$ cat config.mk
export PLATFORM = sky130hd
export DESIGN_NAME = ace_mem_arbiter
export DESIGN_NICKNAME = d
export VERILOG_FILES = /design/src/rtl/ace_mem_pkg.sv /design/src/rtl/ace_addr_decode.sv /design/src/rtl/ace_mem_arbiter.sv
export SDC_FILE = /design/constraint.sdc
export NUM_CORES = 1
export LEC_CHECK = 0
export CORE_UTILIZATION = 24
export CTS_BUF_LIST = sky130_fd_sc_hd__clkbuf_8
export DETAILED_ROUTE_END_ITERATION = 8
export SYNTH_ARGS = -nofsm -noshare
export SYNTH_HDL_FRONTEND = slang
export SYNTH_SLANG_ARGS = --single-unit
$ cat constraint.sdc
create_clock -name clk -period 8.5 [get_ports clk]
set_input_delay 1.7 -clock clk [delete_from_list [all_inputs] [get_ports clk]]
set_output_delay 1.7 -clock clk [all_outputs]
set_load 0.02 [all_outputs]
$ cat src/rtl/ace_mem_pkg.sv
// Shared types and constants for the Ace memory arbiter: regions, FSM states, map limits.
package ace_mem_pkg;

  localparam int unsigned WS_W   = 3;
  localparam int unsigned VCNT_W = 8;
  localparam int unsigned EN_W   = 6;

  typedef enum logic [2:0] {
    REG_NONE,
    REG_ROM,
    REG_SCR,
    REG_CHR,
    REG_URAM,
    REG_XRAM,
    REG_ERAM
  } region_e;

  typedef enum logic [1:0] {
    ST_IDLE,
    ST_VWAIT,
    ST_WS,
    ST_DONE
  } state_e;

  localparam logic [15:0] ROM_BASE   = 16'h0000;
  localparam logic [15:0] ROM_LIMIT  = 16'h1FFF;
  localparam logic [15:0] SCR_BASE   = 16'h2000;
  localparam logic [15:0] SCR_LIMIT  = 16'h27FF;
  localparam logic [15:0] CHR_BASE   = 16'h2800;
  localparam logic [15:0] CHR_LIMIT  = 16'h2FFF;
  localparam logic [15:0] URAM_BASE  = 16'h3000;
  localparam logic [15:0] URAM_LIMIT = 16'h3FFF;
  localparam logic [15:0] XRAM_BASE  = 16'h4000;
  localparam logic [15:0] XRAM_LIMIT = 16'h7FFF;
  localparam logic [15:0] ERAM_BASE  = 16'h8000;
  localparam logic [15:0] ERAM_LIMIT = 16'hFFFF;

  // Inclusive address window test
  function automatic logic in_range(logic [15:0] a, logic [15:0] base, logic [15:0] limit);
    return (a >= base) && (a <= limit);
  endfunction

endpackage

$ cat src/rtl/ace_addr_decode.sv
// Combinational Z80 address decode into a memory region plus video-contention flag.
module ace_addr_decode
  import ace_mem_pkg::*;
#(
  parameter bit XRAM_EN    = 1'b1,
  parameter bit ERAM_EN    = 1'b0,
  parameter bit CONTENTION = 1'b1
) (
  input  logic [15:0] cpu_addr,
  output region_e     region_c,
  output logic        contended_c
);

  // Region lookup; only the low screen/char mirrors (a[10]=0) contend with video
  always_comb begin
    region_c = REG_NONE;
    if (in_range(cpu_addr, ROM_BASE, ROM_LIMIT))                   region_c = REG_ROM;
    else if (in_range(cpu_addr, SCR_BASE, SCR_LIMIT))              region_c = REG_SCR;
    else if (in_range(cpu_addr, CHR_BASE, CHR_LIMIT))              region_c = REG_CHR;
    else if (in_range(cpu_addr, URAM_BASE, URAM_LIMIT))            region_c = REG_URAM;
    else if (XRAM_EN && in_range(cpu_addr, XRAM_BASE, XRAM_LIMIT)) region_c = REG_XRAM;
    else if (ERAM_EN && in_range(cpu_addr, ERAM_BASE, ERAM_LIMIT)) region_c = REG_ERAM;
    contended_c = CONTENTION && ((region_c == REG_SCR) || (region_c == REG_CHR)) && !cpu_addr[10];
  end

endmodule

$ cat src/rtl/ace_mem_arbiter.sv
// Ace memory arbiter: region enables, contention/wait-state stretching, read data register, write gating.
module ace_mem_arbiter
  import ace_mem_pkg::*;
#(
  parameter bit          XRAM_EN       = 1'b1,
  parameter bit          ERAM_EN       = 1'b0,
  parameter bit          ROM_WRITABLE  = 1'b0,
  parameter bit          CONTENTION    = 1'b1,
  parameter int unsigned ROM_WS        = 0,
  parameter int unsigned XRAM_WS       = 0,
  parameter int unsigned ERAM_WS       = 1,
  parameter int unsigned VWAIT_TIMEOUT = 255,
  parameter logic [7:0]  FLOAT_VALUE   = 8'hFF
) (
  input  logic        clk,
  input  logic        reset_n,
  input  logic [15:0] cpu_addr,
  input  logic        mreq_n,
  input  logic        rd_n,
  input  logic        wr_n,
  input  logic        video_busy,
  input  logic        io_oe,
  input  logic [7:0]  io_data,
  input  logic [7:0]  dout_rom,
  input  logic [7:0]  dout_sram,
  input  logic [7:0]  dout_cram,
  input  logic [7:0]  dout_uram,
  input  logic [7:0]  dout_xram,
  input  logic [7:0]  dout_eram,
  output logic        rom_en,
  output logic        sram_en,
  output logic        cram_en,
  output logic        uram_en,
  output logic        xram_en,
  output logic        eram_en,
  output logic        mem_we,
  output logic        wait_n,
  output logic [7:0]  data_to_cpu,
  output logic        vwait_ovf
);

  region_e           dec_region, region_q, region_d, sel_region;
  logic              dec_contended;
  state_e            state_q, state_d;
  logic [WS_W-1:0]   cnt_q, cnt_d, ws_sel;
  logic [VCNT_W-1:0] vcnt_q, vcnt_d;
  logic [EN_W-1:0]   en_q, en_d;
  logic [7:0]        data_q, data_d, rd_mux;
  logic              wait_n_d, mem_we_d, ovf_d, advance;

  function automatic logic [WS_W-1:0] ws_of(region_e r);
    case (r)
      REG_ROM:  return WS_W'(ROM_WS);
      REG_XRAM: return WS_W'(XRAM_WS);
      REG_ERAM: return WS_W'(ERAM_WS);
      default:  return '0;
    endcase
  endfunction

  function automatic logic [EN_W-1:0] onehot(region_e r);
    case (r)
      REG_ROM:  return EN_W'(6'b100000);
      REG_SCR:  return EN_W'(6'b010000);
      REG_CHR:  return EN_W'(6'b001000);
      REG_URAM: return EN_W'(6'b000100);
      REG_XRAM: return EN_W'(6'b000010);
      REG_ERAM: return EN_W'(6'b000001);
      default:  return '0;
    endcase
  endfunction

  ace_addr_decode #(
    .XRAM_EN    (XRAM_EN),
    .ERAM_EN    (ERAM_EN),
    .CONTENTION (CONTENTION)
  ) u_decode (
    .cpu_addr    (cpu_addr),
    .region_c    (dec_region),
    .contended_c (dec_contended)
  );

  // Read-data select for the region being completed
  always_comb begin
    case (sel_region)
      REG_ROM:  rd_mux = dout_rom;
      REG_SCR:  rd_mux = dout_sram;
      REG_CHR:  rd_mux = dout_cram;
      REG_URAM: rd_mux = dout_uram;
      REG_XRAM: rd_mux = dout_xram;
      REG_ERAM: rd_mux = dout_eram;
      default:  rd_mux = FLOAT_VALUE;
    endcase
  end

  // Next state and next registered outputs; region is frozen once the cycle leaves IDLE
  always_comb begin
    sel_region = (state_q == ST_IDLE) ? dec_region : region_q;
    ws_sel     = ws_of(sel_region);
    region_d   = sel_region;
    state_d    = state_q;
    cnt_d      = cnt_q;
    vcnt_d     = vcnt_q;
    ovf_d      = vwait_ovf;
    advance    = 1'b0;
    if (mreq_n) begin
      state_d = ST_IDLE;
      cnt_d   = '0;
      vcnt_d  = '0;
    end else begin
      case (state_q)
        ST_IDLE: begin
          if (dec_contended && video_busy) begin
            state_d = ST_VWAIT;
            vcnt_d  = VCNT_W'(1);
          end else begin
            advance = 1'b1;
          end
        end
        ST_VWAIT: begin
          if (!video_busy || (vcnt_q == VCNT_W'(VWAIT_TIMEOUT))) begin
            ovf_d   = vwait_ovf | video_busy;
            vcnt_d  = '0;
            advance = 1'b1;
          end else begin
            vcnt_d = vcnt_q + VCNT_W'(1);
          end
        end
        ST_WS: begin
          if (cnt_q == '0) state_d = ST_DONE;
          else             cnt_d   = cnt_q - WS_W'(1);
        end
        default: ;
      endcase
      if (advance) begin
        if (ws_sel != '0) begin
          state_d = ST_WS;
          cnt_d   = ws_sel - WS_W'(1);
        end else begin
          state_d = ST_DONE;
        end
      end
    end
    wait_n_d = !((state_d == ST_VWAIT) || (state_d == ST_WS));
    en_d     = (state_d == ST_IDLE) ? '0 : onehot(region_d);
    mem_we_d = !wr_n && (state_d == ST_DONE) && (region_d != REG_NONE) &&
               ((region_d != REG_ROM) || ROM_WRITABLE);
    data_d   = ((state_d == ST_DONE) && (state_q != ST_DONE) && !rd_n) ? rd_mux : data_q;
  end

  // State, counters and all registered outputs
  always_ff @(posedge clk or negedge reset_n) begin
    if (!reset_n) begin
      state_q   <= ST_IDLE;
      region_q  <= REG_NONE;
      cnt_q     <= '0;
      vcnt_q    <= '0;
      en_q      <= '0;
      wait_n    <= 1'b1;
      mem_we    <= 1'b0;
      data_q    <= FLOAT_VALUE;
      vwait_ovf <= 1'b0;
    end else begin
      state_q   <= state_d;
      region_q  <= region_d;
      cnt_q     <= cnt_d;
      vcnt_q    <= vcnt_d;
      en_q      <= en_d;
      wait_n    <= wait_n_d;
      mem_we    <= mem_we_d;
      data_q    <= data_d;
      vwait_ovf <= ovf_d;
    end
  end

  assign {rom_en, sram_en, cram_en, uram_en, xram_en, eram_en} = en_q;

  // I/O read data bypasses the memory data register
  assign data_to_cpu = io_oe ? io_data : data_q;

endmodule

==> impl.org, run 1 <==
** Floorplanning
- Die Outline Area :: 0.00944 mm^2
- Starting density of the core :: 24.9%
- The die is 97.1 um tall.
- The floorplan step defined a core boundary enclosing 0.00872 mm^2.
- For this design the top-level I/O count stands at 96.
- Measured along the x axis, the die boundary spans 97.1 um.
- The initialized floorplan defines 34 standard-cell rows.

** Synth
- Synthesis inferred 33 register bits.
- Summed instance area of the synthesized netlist :: 0.00217 mm^2
- Library cell occupying the most area in the post-synthesis netlist :: sky130_fd_sc_hd__dfrtp_1
- Yosys mapped a number of flops with a built-in enable equal to 0.
- In the synthesized netlist the dominant register cell turns out to be sky130_fd_sc_hd__dfrtp_1.
- The cell count after synthesis came out at 241.
- Share of the synthesized area in the top cell type :: 27.6%
- Number of unique standard cell types used by synthesis :: 56
- Synth warnings :: 0
- Share of flip-flops with an asynchronous set or reset :: 100%
- Mean area per synthesized cell :: 9.01 um^2
- Post-synthesis sequential area ratio :: 38.5%
- The number of nets in the synthesized netlist is 325.
- Yosys attributes the largest share of cell area to sky130_fd_sc_hd__dfrtp_1 (28%), sky130_fd_sc_hd__dfstp_2 (11%), sky130_fd_sc_hd__o21ai_0 (4.8%).

** Routing
- The first TritonRoute pass finished after 4 iterations.
- Number of DRC violations after detailed-routing iteration 0 :: 83
- After detailed routing, the number of vias per cell comes to 4.88.
- The count of nets left with antenna violations once routing finished came out at 0.
- Across all layers, the routed design uses 2,109 vias.
- For this run, design rule violations remaining after detail routing come to 0.
- After detailed routing, the average wire length per cell comes to 15.0 um.
- Final wirelength :: 6.50 mm

** STA
- Setup violations remaining at the end of the flow were counted as 0.
- Headroom to the max-slew limit came out at 28.6%.
- Hold Fails Final Rpt :: 0
- Based on the critical path, the design can be clocked at up to 197 MHz.
- Period utilization :: 59.8%
- Crit path time final :: 5.08 ns
- Setup TNS :: 0 ns
- Clock skew on the completed layout was measured at 0.0119 ns.
- RSZ-0062 raised after global routing :: false
- Worst path setup slack after routing :: 3.42 ns
- Max-slew violation total from the final report :: 0
- At the pin with the least slew margin, the transition time is 1.07 ns.

** Power
- Internal power :: 0.000385 W
- Of the total power, the share spent switching nets is 30.5%.
- Portion of total power attributed to the clock network :: 27.9%
- Switching power :: 0.000169 W
- The analysis attributes to cell leakage a power of 1.23 nW.
- Part of the power in registers :: 37.5%
- Power share of the combinational group :: 34.6%
- The worst-case IR drop observed on VDD is 69.2 uV.
- PD cells :: 174 mW/mm^2

** Finish
- 0 antenna diodes ended up in the layout.
- From synthesis to final layout, the design area changed by 46.6%.
- Cells fill 36.5% of the core in the end.
- The final layout contains 407 nets.
- Most common cell after layout, fill and taps aside :: sky130_fd_sc_hd__clkdlybuf4s50_1
- The filler cells instantiated in the layout total 897.
- Final standard cell count with taps included and fillers excluded :: 432
- Most used cells in the layout excluding fill and tap cells :: sky130_fd_sc_hd__clkdlybuf4s50_1 (85), sky130_fd_sc_hd__nand2_1 (24), sky130_fd_sc_hd__dfrtp_1 (24)
- Cells with a size suffix above 1 make up 13.9% of the layout.

** CTS
- The H-tree was split into 2 levels.
- CTS Root Buffer Type :: sky130_fd_sc_hd__clkbuf_8
- In this run the post-CTS setup repair buffer count came out at 0.
- Worst-skew pair later-pin latency :: 0.29 ns
- Clock Pin Slew Worst Setup and Hold Paths :: 0.07 ns
- In this run the deepest clock path goes through 2 buffers.
- Counting the buffers created by CTS gives 5.
- Number of clock sinks :: 33
- Number of gates resized after cts :: 0
- Number of hold buffers added after cts :: 0
- TritonCTS built the clock tree.

** Worst setup path
- STA classifies the critical path endpoint as a register.
- STA puts the critical path data required time at 8.72 ns.
- Crit path max fanout :: 17
- By startpoint and endpoint, the worst setup path is classified as primary input to register.
- STA classifies the critical path startpoint as a primary input.
- Arr. time, crit path :: 5.31 ns

** Global routing
- Global-route wire length before repair :: 10.9 mm
- Number of global-route vias before repair :: 2,167
- Pin count of the biggest net entering global routing :: 34
- Initial antenna violation count :: 0
- The total overflow left after global routing is 0.
- GR Util All Layers :: 14.4%

** Run
- Maximum Capacitance Violations :: 0

** Placement
- RePlAce Congestion :: 0.735
- The HPWL after detailed placement is 5.01 mm.
- At the placement stage, the worst setup path has a slack of 3.09 ns.
- After detailed placement, the design holds a cell count of 424.
- During placement, the flow inserted port buffers numbering 85.

** Min path
- Path category of the worst min-delay check :: register to register

** Outcome
- The flow ran to the end, and the final reports show no timing, DRC or antenna violations.
-- cell families after synthesis --
kind of cell	count (synthesis)	share of synthesized area, %
AOI/OAI and AO/OA	76	24.1
xor gates and xnor gates	1	0.403
adders and majority gates	5	2.88
buffers and inverters	22	6.97
DFF	33	38.5
muxes	10	5.13
and+or+nand+nor	94	22.0
-- power groups by stage --
stage	combinational [W]	sequential (W)	clock (W)
finish	0.000191	0.000208	0.000154
global route	0.000210	0.000212	0.000167
CTS	0.000194	0.000208	0.000160
detailed placement	0.000193	0.000211	0
global placement	0.000191	0.000210	0
floorplan	0.000114	0.000210	0
-- worst max-delay path, stage by stage --
cell	delay, ns
sky130_fd_sc_hd__clkdlybuf4s50_1	0.45
sky130_fd_sc_hd__or4b_4	0.59
sky130_fd_sc_hd__o21bai_1	0.22
sky130_fd_sc_hd__a211oi_1	0.10
sky130_fd_sc_hd__or2_2	0.35
sky130_fd_sc_hd__nor2b_1	0.18
sky130_fd_sc_hd__ha_1	0.16
sky130_fd_sc_hd__inv_1	0.05
sky130_fd_sc_hd__a211oi_2	0.83
sky130_fd_sc_hd__and2_2	0.33
sky130_fd_sc_hd__nand3_1	0.08
sky130_fd_sc_hd__o221a_2	0.26
-- metrics by stage --
stage	area, um^2	hold slack [ns]	power (W)
after global routing	3180	0.512	0.000590
after floorplan	2170	0.465	0.000324
after detailed placement	3070	0.480	0.000404
after CTS	3180	0.504	0.000562
final	3180	0.503	0.000553
after global placement	3070	0.491	0.000401
-- metal layers --
layer	vias to the layer above	wire, um	track usage [%]	share of wire (%)
met5	-	0	0	0
met2	66	3030	23.9	47
met1	992	3010	18.4	46
li1	1042	-	-	-
met4	0	109	3.56	1.7
met3	9	348	4.24	5.4
-- worst paths after layout --
check	to	cells past startpoint	from	slack, ns
setup / recovery	data_q[0]$_DFFE_PN1P_	12	cpu_addr[12]	3.42
min in group asynchronous	en_q[0]$_DFF_PN0_	2	reset_n	1.82
max in group asynchronous	wait_n$_DFF_PN1_	2	reset_n	6.34
hold reg to reg	vwait_ovf$_DFFE_PN0P_	1	vwait_ovf$_DFFE_PN0P_	0.50
hold / removal	vwait_ovf$_DFFE_PN0P_	1	vwait_ovf$_DFFE_PN0P_	0.50
setup reg to reg	data_q[0]$_DFFE_PN1P_	11	state_q[0]$_DFF_PN0_	4.84
-- cell usage after synthesis (all sizes together) (2+ instances only) --
library cell  count
a211oi            2
a21oi            15
a221oi            5
a22oi             2
a31oi             4
a32oi             2
and2              2
and3              2
buf               8
clkbuf            3
dfrtp            24
dfstp             9
ha                5
inv              10
mux2              9
nand2            25
nand2b            9
nand3            11
nor2             24
nor2b             4
nor3              9
o211ai            4
o21a              2
o21ai            22
o21bai            2
o221a             2
o22a              3
o22ai             3
or2               3
or3               3
-- cell type report --
| cell class | count | area [um^2] | share of cell area, % |
|---|---|---|---|
| Multi-Input combinational cell | 186 | 1190 | 37.3 |
| Timing Repair Buffer | 86 | 858 | 27.0 |
| Sequential cell | 33 | 837 | 26.3 |
| Tap cell | 108 | 135 | 4.24 |
| Clock buffer | 6 | 82.6 | 2.59 |
| Inverter | 11 | 48.8 | 1.53 |
| Clock inverter | 2 | 33.8 | 1.06 |
-- flip-flops by register name (all words and copies together) (netlist names) --
name and flops:
vwait_ovf 1, data_q 8, wait_n 1, state_q 2, region_q 3, en_q 6
mem_we 1, vcnt_q 8, cnt_q 3
(Power assumes the default switching activity.)
==> run 2, diff against run 1 <==
- clock period: 8.5 -> 4.8 ns (I/O delays scaled with it)
==> run 2 against run 1 <==
Combinational power increased by 78%. Critical endpoint is now data_q[1]$_DFFE_PN1P_. Global-route usage decreased by 0.16 points. Register-to-register slack got worse by 2.9 ns. Largest power group unchanged. Die area unchanged. Worst hold slack about the same. Final cell count increased by 0.23%. Critical path depth unchanged. Power increased by 66%.
==> impl.org, run 2 (synthesized netlist as in run 1, its figures left out) <==
** Outcome
- Result of the run :: complete, no violations (unchanged)

** Worst setup path
- The class of the most critical setup path is primary input to register (unchanged).
- The endpoint of the worst register-to-register path was data_q[1]$_DFFE_PN1P_ (was data_q[0]$_DFFE_PN1P_).
- Crit path max fanout :: 16 (was 17)
- Family with the most delay on the worst path :: simple AND/OR/NAND/NOR gates (unchanged)
- Worst path max stage delay :: 0.59 ns (was 0.83 ns)
- Combined buffer and inverter count along the critical path :: 3 (was 2)
- Arr. time, crit path :: 3.82 ns (was 5.31 ns)
- The worst-case register-to-register setup slack came to 1.90 ns (was 4.84 ns).
- The cell at the slowest stage of the critical path is sky130_fd_sc_hd__or4b_4 (was sky130_fd_sc_hd__a211oi_2).
- Worst Setup Start Kind :: primary input (unchanged)
- Cell-by-cell trace of the critical path :: clkdlybuf4s50_1 -> or4b_4 -> o21bai_1 -> a211oi_1 -> or2_2 -> nor2b_1 -> ha_1 -> inv_1 -> a211oi_2 -> buf_4 -> nand2_1 -> o221a_2 (was clkdlybuf4s50_1 -> or4b_4 -> o21bai_1 -> a211oi_1 -> or2_2 -> nor2b_1 -> ha_1 -> inv_1 -> a211oi_2 -> and2_2 -> nand3_1 -> o221a_2)
- The worst reg2reg path startpoint was state_q[0]$_DFF_PN0_ (unchanged).
- Data required time at the worst endpoint :: 5.02 ns (was 8.72 ns)
- Reg2Reg Depth :: 11 (unchanged)
- The kind of end point of the critical path was a register (unchanged).

** Routing
- Remaining antenna violation count :: 0 (unchanged)
- Drt first pass iters :: 4 (unchanged)
- The count of vias placed by the detailed router came to 2,092 (was 2,109).
- The iteration-0 DRC count of the detailed router came to 109 (was 83).
- The routed wirelength normalized by instance count was 15.1 um (was 15.0 um).
- The average vias per placed instance was 4.83 (was 4.88).
- Remaining DRCs :: 0 (unchanged)
- Final wirelength :: 6.56 mm (was 6.50 mm)

** Finish
- The commonest non-fill, non-tap cell in the layout was sky130_fd_sc_hd__clkdlybuf4s50_1 (unchanged).
- Number of nets in the layout :: 408 (was 407)
- Registers with the highest flip-flop counts: data_q x8, vcnt_q x8, en_q x6 (unchanged).
- The number of standard cells in the final layout excluding fillers came to 433 (was 432).
- Share of layout cells above drive strength 1 :: 14.5% (was 13.9%)
- Fillers :: 904 (was 897)
- Most used cells in the layout excluding fill and tap cells: sky130_fd_sc_hd__clkdlybuf4s50_1 (85), sky130_fd_sc_hd__nand2_1 (24), sky130_fd_sc_hd__dfrtp_1 (24) (unchanged).
- Post-route cell area :: 0.00316 mm^2 (was 0.00318 mm^2)
- The area overhead of the layout relative to synthesis is 45.6% (was 46.6%).
- The antenna diode count is 0 (unchanged).
- The combined area of the multi-input logic cells is 0.00119 mm^2 (unchanged).
- Register area :: 837 um^2 (unchanged)

** CTS
- H-tree Lvls :: 2 (unchanged)
- The post-CTS repair timing setup buffer count was 0 (unchanged).
- Deepest clock path buffer count :: 2 (unchanged)
- Clock Pin Slew Worst Setup and Hold Paths :: 0.08 ns (was 0.07 ns)
- The hold buffer count at CTS came to 0 (unchanged).
- Number of clock sinks :: 33 (unchanged)
- CTS tree :: yes (unchanged)
- CTS Root Buffer Type :: sky130_fd_sc_hd__clkbuf_8 (unchanged)
- Number of clock buffers inserted by TritonCTS :: 5 (unchanged)
- Worst-skew pair later-pin latency :: 0.29 ns (about the same)
- The number of instances resized during post-cts repair came to 0 (unchanged).

** Global routing
- Number of global-route vias before repair :: 2,172 (was 2,167)
- GR Util All Layers :: 14.3% (was 14.4%)
- The largest net degree at the start of global routing was 34 (unchanged).
- Initial antenna violation count :: 0 (unchanged)
- The global-route wire length before repair was 10.8 mm (was 10.9 mm).
- The overall overflow remaining after global route is 0 (unchanged).

** Placement
- Total cell area at the placement stage :: 0.00308 mm^2 (was 0.00307 mm^2)
- Inst Count DP :: 425 (was 424)
- RePlAce Congestion :: 0.756 (was 0.735)
- The number of port buffers came to 85 (unchanged).
- DP HPWL :: 5.01 mm (about the same)

** Power
- Leakage :: 1.22 nW (was 1.23 nW)
- The post-layout total power came to 0.000920 W (was 0.000553 W).
- The maximum VDD drop came to 99.8 uV (was 69.2 uV).
- PD cells :: 291 mW/mm^2 (was 174 mW/mm^2)

** Min path
- The launch instance of the worst min-delay path is vwait_ovf$_DFFE_PN0P_ (unchanged).
- Depth of the worst hold-timing path :: 1 (unchanged)
- The path class of the lowest-slack min-delay path was register to register (unchanged).
- The endpoint with the worst hold slack is vwait_ovf$_DFFE_PN0P_ (unchanged).

** STA
- Max-slew violation total from the final report :: 0 (unchanged)
- The number of setup violations in the final report came to 0 (unchanged).
- The setup TNS was 0 ns (unchanged).
- RSZ-0062 raised after global routing: false (unchanged).
- Highest attainable clock frequency :: 278 MHz
- Slew of the pin with the lowest slew margin :: 0.522 ns (was 1.07 ns)
- The max-slew headroom at the worst pin is 64.8% (was 28.6%).
- Crit path time final :: 3.60 ns
- Hold Fails Final Rpt :: 0 (unchanged)
- The hold slack is 0.503 ns (about the same).
- In the finished design, the share of the clock period the worst path needs comes to 75.0%.
- The setup skew after layout was 0.00616 ns (was 0.0119 ns).

** Floorplanning
- The die height came to 97.1 um (unchanged).
- The number of placement rows is 34 (unchanged).
- Core footprint :: 0.00872 mm^2 (unchanged)
- The number of I/O pins came to 96 (unchanged).
- Starting density of the core :: 24.9% (unchanged)
- The full die area was 0.00944 mm^2 (unchanged).
- The die outline width was 97.1 um (unchanged).

** Run
- The max-capacitance violation count came to 0 (unchanged).
run 2: cell count changes in the layout (fill, tap and decap cells not counted):
cell | before | now
sky130_fd_sc_hd__buf_4 | 1 | 2
sky130_fd_sc_hd__clkinvlp_4 | 0 | 1
sky130_fd_sc_hd__clkinv_2 | 0 | 2
sky130_fd_sc_hd__inv_1 | 9 | 8
sky130_fd_sc_hd__clkbuf_8 | 6 | 5
sky130_fd_sc_hd__bufinv_16 | 1 | 0
run 2: final cells by class:
cell class                 count  area share (%)
tap                          108            4.27
clock buffer                   5            2.18
multi-input combinational    186            37.6
clock inverter                 3           0.554
inverter                      11            1.54
sequential                    33            26.5
timing repair buffer          87            27.4
run 2: power breakdown:
group / switching [W] / leakage [nW] / internal (W)
clock network: 0.000111 / 0.0439 / 0.000100
logic: 0.000167 / 0.758 / 0.000173
registers: 0.0000264 / 0.417 / 0.000341
run 2: worst max path at each step:
stage,endpoint,from,cells after the start,slack [ns]
after floorplan,data_q[0]$_DFFE_PN1P_,cpu_addr[12],11,1.24
after global placement,data_q[1]$_DFFE_PN1P_,cpu_addr[12],12,0.93
after detailed placement,data_q[1]$_DFFE_PN1P_,cpu_addr[12],12,0.90
after CTS,data_q[1]$_DFFE_PN1P_,cpu_addr[12],12,1.20
after global routing,data_q[1]$_DFFE_PN1P_,cpu_addr[12],12,1.07
final,data_q[1]$_DFFE_PN1P_,cpu_addr[12],12,1.20
run 2: metal layers:
metal  up-vias  wire length [um]  GRT usage (%)
met1       988              3020           17.3
met4         0                46           2.41
met3         4               341           4.03
met5         -                 0              0
li1       1039                 -              -
met2        61              3150           25.4
run 2: per-stage QoR:
stage	utilization (%)	setup slack (ns)
2_1_floorplan	-	1.24
3_3_place_gp	35.3	0.925
3_5_place_dp	35.3	0.895
5_1_grt	36.3	1.07
4_1_cts	36.3	1.20
6_report	36.3	1.20
==> run 3, diff against run 2 <==
- clock period: 4.8 -> 3.47 ns (I/O delays scaled with it)
==> run 3 against run 2 <==
Register-to-register slack got worse by 1.2 ns. Final cell count increased by 3.5%. Sequential power increased by 38%. Die area unchanged.
==> impl.org, run 3 (synthesized netlist as in run 1, its figures left out) <==
** Floorplanning
- The effective utilization at floorplan is 24.9% (unchanged).
- Core footprint :: 0.00872 mm^2 (unchanged)
- The full die area came to 0.00944 mm^2 (unchanged).
- The number of placement rows is 34 (unchanged).
- The die outline width was 97.1 um (unchanged).
- Floorplan die height :: 97.1 um (unchanged)
- The number of I/O pins came to 96 (unchanged).

** Power
- Overall power after layout :: 0.00129 W (was 0.000920 W)
- Max VDD drop :: 164 uV (was 99.8 uV)
- PD cells :: 393 mW/mm^2 (was 291 mW/mm^2)
- The leakage power total is 1.29 nW (was 1.22 nW).

** Worst setup path
- The critical path arrival was 3.45 ns (was 3.82 ns).
- The cell at the slowest stage of the critical path was sky130_fd_sc_hd__or4b_4 (unchanged).
- Start point of the critical path :: cpu_addr[12] (unchanged)
- The kind of end point of the critical path was a register (unchanged).
- Critical R2R Capture :: data_q[1]$_DFFE_PN1P_ (unchanged)
- The worst path required time was 3.69 ns (was 5.02 ns).
- Cell-by-cell trace of the critical path: clkdlybuf4s50_1 -> or4b_4 -> o21bai_1 -> a211oi_1 -> or2_2 -> nor2b_1 -> ha_1 -> inv_1 -> a211oi_2 -> buf_4 -> nand2_1 -> o221a_2 (unchanged).
- Slack of the worst reg-to-reg path :: 0.69 ns (was 1.90 ns)
- The number of gates on the worst path with buffers counted came to 12 (unchanged).
- The worst stage delay on the critical path was 0.55 ns (was 0.59 ns).
- The class of the most critical setup path is primary input to register (unchanged).
- The worst reg2reg path startpoint is vcnt_q[0]$_DFFE_PN0P_ (was state_q[0]$_DFF_PN0_).
- Crit path to :: data_q[1]$_DFFE_PN1P_ (unchanged)
- The maximum fanout encountered on the critical timing path came to 16 (unchanged).
- The number of cells on the worst reg-to-reg path is 14 (was 11).
- Family with the most delay on the worst path :: simple AND/OR/NAND/NOR gates (unchanged)
- The category of the worst setup path launch point is a primary input (unchanged).
- Combined buffer and inverter count along the critical path :: 3 (unchanged)

** CTS
- The number of H-tree levels is 2 (unchanged).
- The root buffer cell is sky130_fd_sc_hd__clkbuf_8 (unchanged).
- The TritonCTS clock tree is yes (unchanged).
- Deepest clock path buffer count :: 2 (unchanged)
- Number of clock buffers inserted by TritonCTS :: 5 (unchanged)
- The clock net sink count is 33 (unchanged).
- Clock Pin Slew Worst Setup and Hold Paths :: 0.07 ns (was 0.08 ns)
- The number of instances resized during post-cts repair was 0 (unchanged).
- The hold buffer count at CTS is 0 (unchanged).
- Worst-skew pair later-pin latency :: 0.29 ns (about the same)
- Post-CTS setup-driven buffer insertion count :: 0 (unchanged)

** Global routing
- GR Util All Layers :: 14.7% (was 14.3%)
- The overall overflow remaining after global route is 0 (unchanged).
- The initial antenna violation count came to 0 (unchanged).
- Number of global-route vias before repair :: 2,210 (was 2,172)
- The global-route wire length before repair came to 11.1 mm (was 10.8 mm).
- The largest net degree at the start of global routing came to 34 (unchanged).

** Finish
- Share of layout cells above drive strength 1 :: 18.2% (was 14.5%)
- Most used cells in the layout excluding fill and tap cells: sky130_fd_sc_hd__clkdlybuf4s50_1 (85), sky130_fd_sc_hd__nand2_1 (24), sky130_fd_sc_hd__dfrtp_1 (24) (unchanged).
- Final Core Density :: 37.5% (was 36.3%)
- Registers with the highest flip-flop counts :: data_q x8, vcnt_q x8, en_q x6 (unchanged)
- Diode count :: 0 (unchanged)
- Final standard cell count with taps included and fillers excluded :: 448 (was 433)
- The combined area of the multi-input logic cells was 0.00119 mm^2 (unchanged).
- The count of fill cells added during filler insertion was 877 (was 904).
- Most common cell after layout, fill and taps aside :: sky130_fd_sc_hd__clkdlybuf4s50_1 (unchanged)
- Number of nets in the layout :: 423 (was 408)
- Register area :: 837 um^2 (unchanged)
- Area growth syn-to-layout :: 50.7% (was 45.6%)

** STA
- The final count of pins violating max slew is 0 (unchanged).
- Number of setup violations in the final report :: 0 (unchanged)
- Hold Fails Final Rpt :: 0 (unchanged)
- The routed design could run at a clock period as short as 3.23 ns.
- After layout, the worst path uses 93.0% of the clock period.
- The max-slew headroom at the worst pin was 63.2% (was 64.8%).
- RSZ-0062 raised after global routing: false (unchanged).
- Setup TNS :: 0 ns (unchanged)
- Clock Skews :: 0.00504 ns (was 0.00616 ns)
- Slew of the pin with the lowest slew margin :: 0.547 ns (was 0.522 ns)
- Highest attainable clock frequency :: 310 MHz

** Run
- The max-capacitance violation count came to 0 (unchanged).

** Routing
- The final routed DRC violation total was 0 (unchanged).
- Drt first pass iters :: 4 (unchanged)
- Remaining antenna violation count :: 0 (unchanged)
- DR WL/cell :: 14.8 um (was 15.1 um)
- The total detailed-routing wirelength came to 6.62 mm (was 6.56 mm).
- Post-detailed-route via-to-cell ratio :: 4.90 (was 4.83)
- The count of vias placed by the detailed router came to 2,197 (was 2,092).
- Number of DRC violations after detailed-routing iteration 0 :: 57 (was 109)

** Outcome
- Result of the run: complete, no violations (unchanged).

** Min path
- Path category of the worst min-delay check :: register to register (unchanged)

** Placement
- Number of I/O port buffers :: 85 (unchanged)
- RePlAce Congestion :: 0.743 (was 0.756)
- Inst Count DP :: 440 (was 425)
- DP HPWL :: 5.04 mm (was 5.01 mm)
==> run 3: power by group <==
part / internal (W) / switching, W / total (W)
registers: 0.000472 / 0.0000356 / 0.000508
clock network: 0.000138 / 0.000149 / 0.000288
logic: 0.000255 / 0.000236 / 0.000491
total: 0.000866 / 0.000421 / 0.00129
==> run 3: worst register-to-register path, stage by stage (launching register included) <==
cell                       delay, ns
sky130_fd_sc_hd__dfrtp_1        0.40
sky130_fd_sc_hd__ha_1           0.21
sky130_fd_sc_hd__nand3_1        0.19
sky130_fd_sc_hd__o31ai_1        0.34
sky130_fd_sc_hd__nand3_1        0.19
sky130_fd_sc_hd__a211oi_1       0.27
sky130_fd_sc_hd__or2_2          0.16
sky130_fd_sc_hd__nor2b_1        0.05
sky130_fd_sc_hd__ha_1           0.17
sky130_fd_sc_hd__inv_1          0.09
sky130_fd_sc_hd__a211oi_2       0.06
sky130_fd_sc_hd__and2_2         0.23
sky130_fd_sc_hd__buf_4          0.14
sky130_fd_sc_hd__nand4_1        0.06
sky130_fd_sc_hd__o221a_2        0.17
==> run 3: layout make-up <==
cell class | count | share of cell area [%]
multi-input cells | 186 | 36.3
repair buffers | 102 | 29.9
flip-flops and latches | 33 | 25.6
well taps | 108 | 4.13
clock buffers | 5 | 2.10
inverters | 11 | 1.49
clock inverters | 3 | 0.535
==> run 3: per-stage QoR <==
step | worst slack [ns] | hold WS [ns] | instance area (um^2)
floorplan | 0.177 | 0.398 | 2170
global placement | 0.0294 | 0.470 | 3190
detailed placement | -0.0126 | 0.462 | 3190
CTS | 0.269 | 0.495 | 3270
global route | 0.0597 | 0.539 | 3270
finish | 0.242 | 0.495 | 3270
==> run 3: worst min-delay path by stage <==
| stage | from | end | slack (ns) | cells past startpoint |
|---|---|---|---|---|
| 3_5_place_dp | vwait_ovf$_DFFE_PN0P_ | vwait_ovf$_DFFE_PN0P_ | 0.46 | 1 |
| 3_3_place_gp | vwait_ovf$_DFFE_PN0P_ | vwait_ovf$_DFFE_PN0P_ | 0.47 | 1 |
| 2_1_floorplan | reset_n | cnt_q[0]$_DFF_PN0_ | 0.40 | 0 |
| 4_1_cts | vwait_ovf$_DFFE_PN0P_ | vwait_ovf$_DFFE_PN0P_ | 0.50 | 1 |
| 6_report | vwait_ovf$_DFFE_PN0P_ | vwait_ovf$_DFFE_PN0P_ | 0.49 | 1 |
| 5_1_grt | data_q[5]$_DFFE_PN1P_ | data_q[5]$_DFFE_PN1P_ | 0.54 | 2 |
==> run 3: metal layers <==
layer	routed length [um]	vias up	part of all wire, %	track usage [%]
met3	416	13	6.3	3.53
met5	0	-	0	0
met1	2940	1019	44	18.5
met2	3160	91	48	25.1
met4	102	0	1.5	4.02
li1	-	1074	-	-
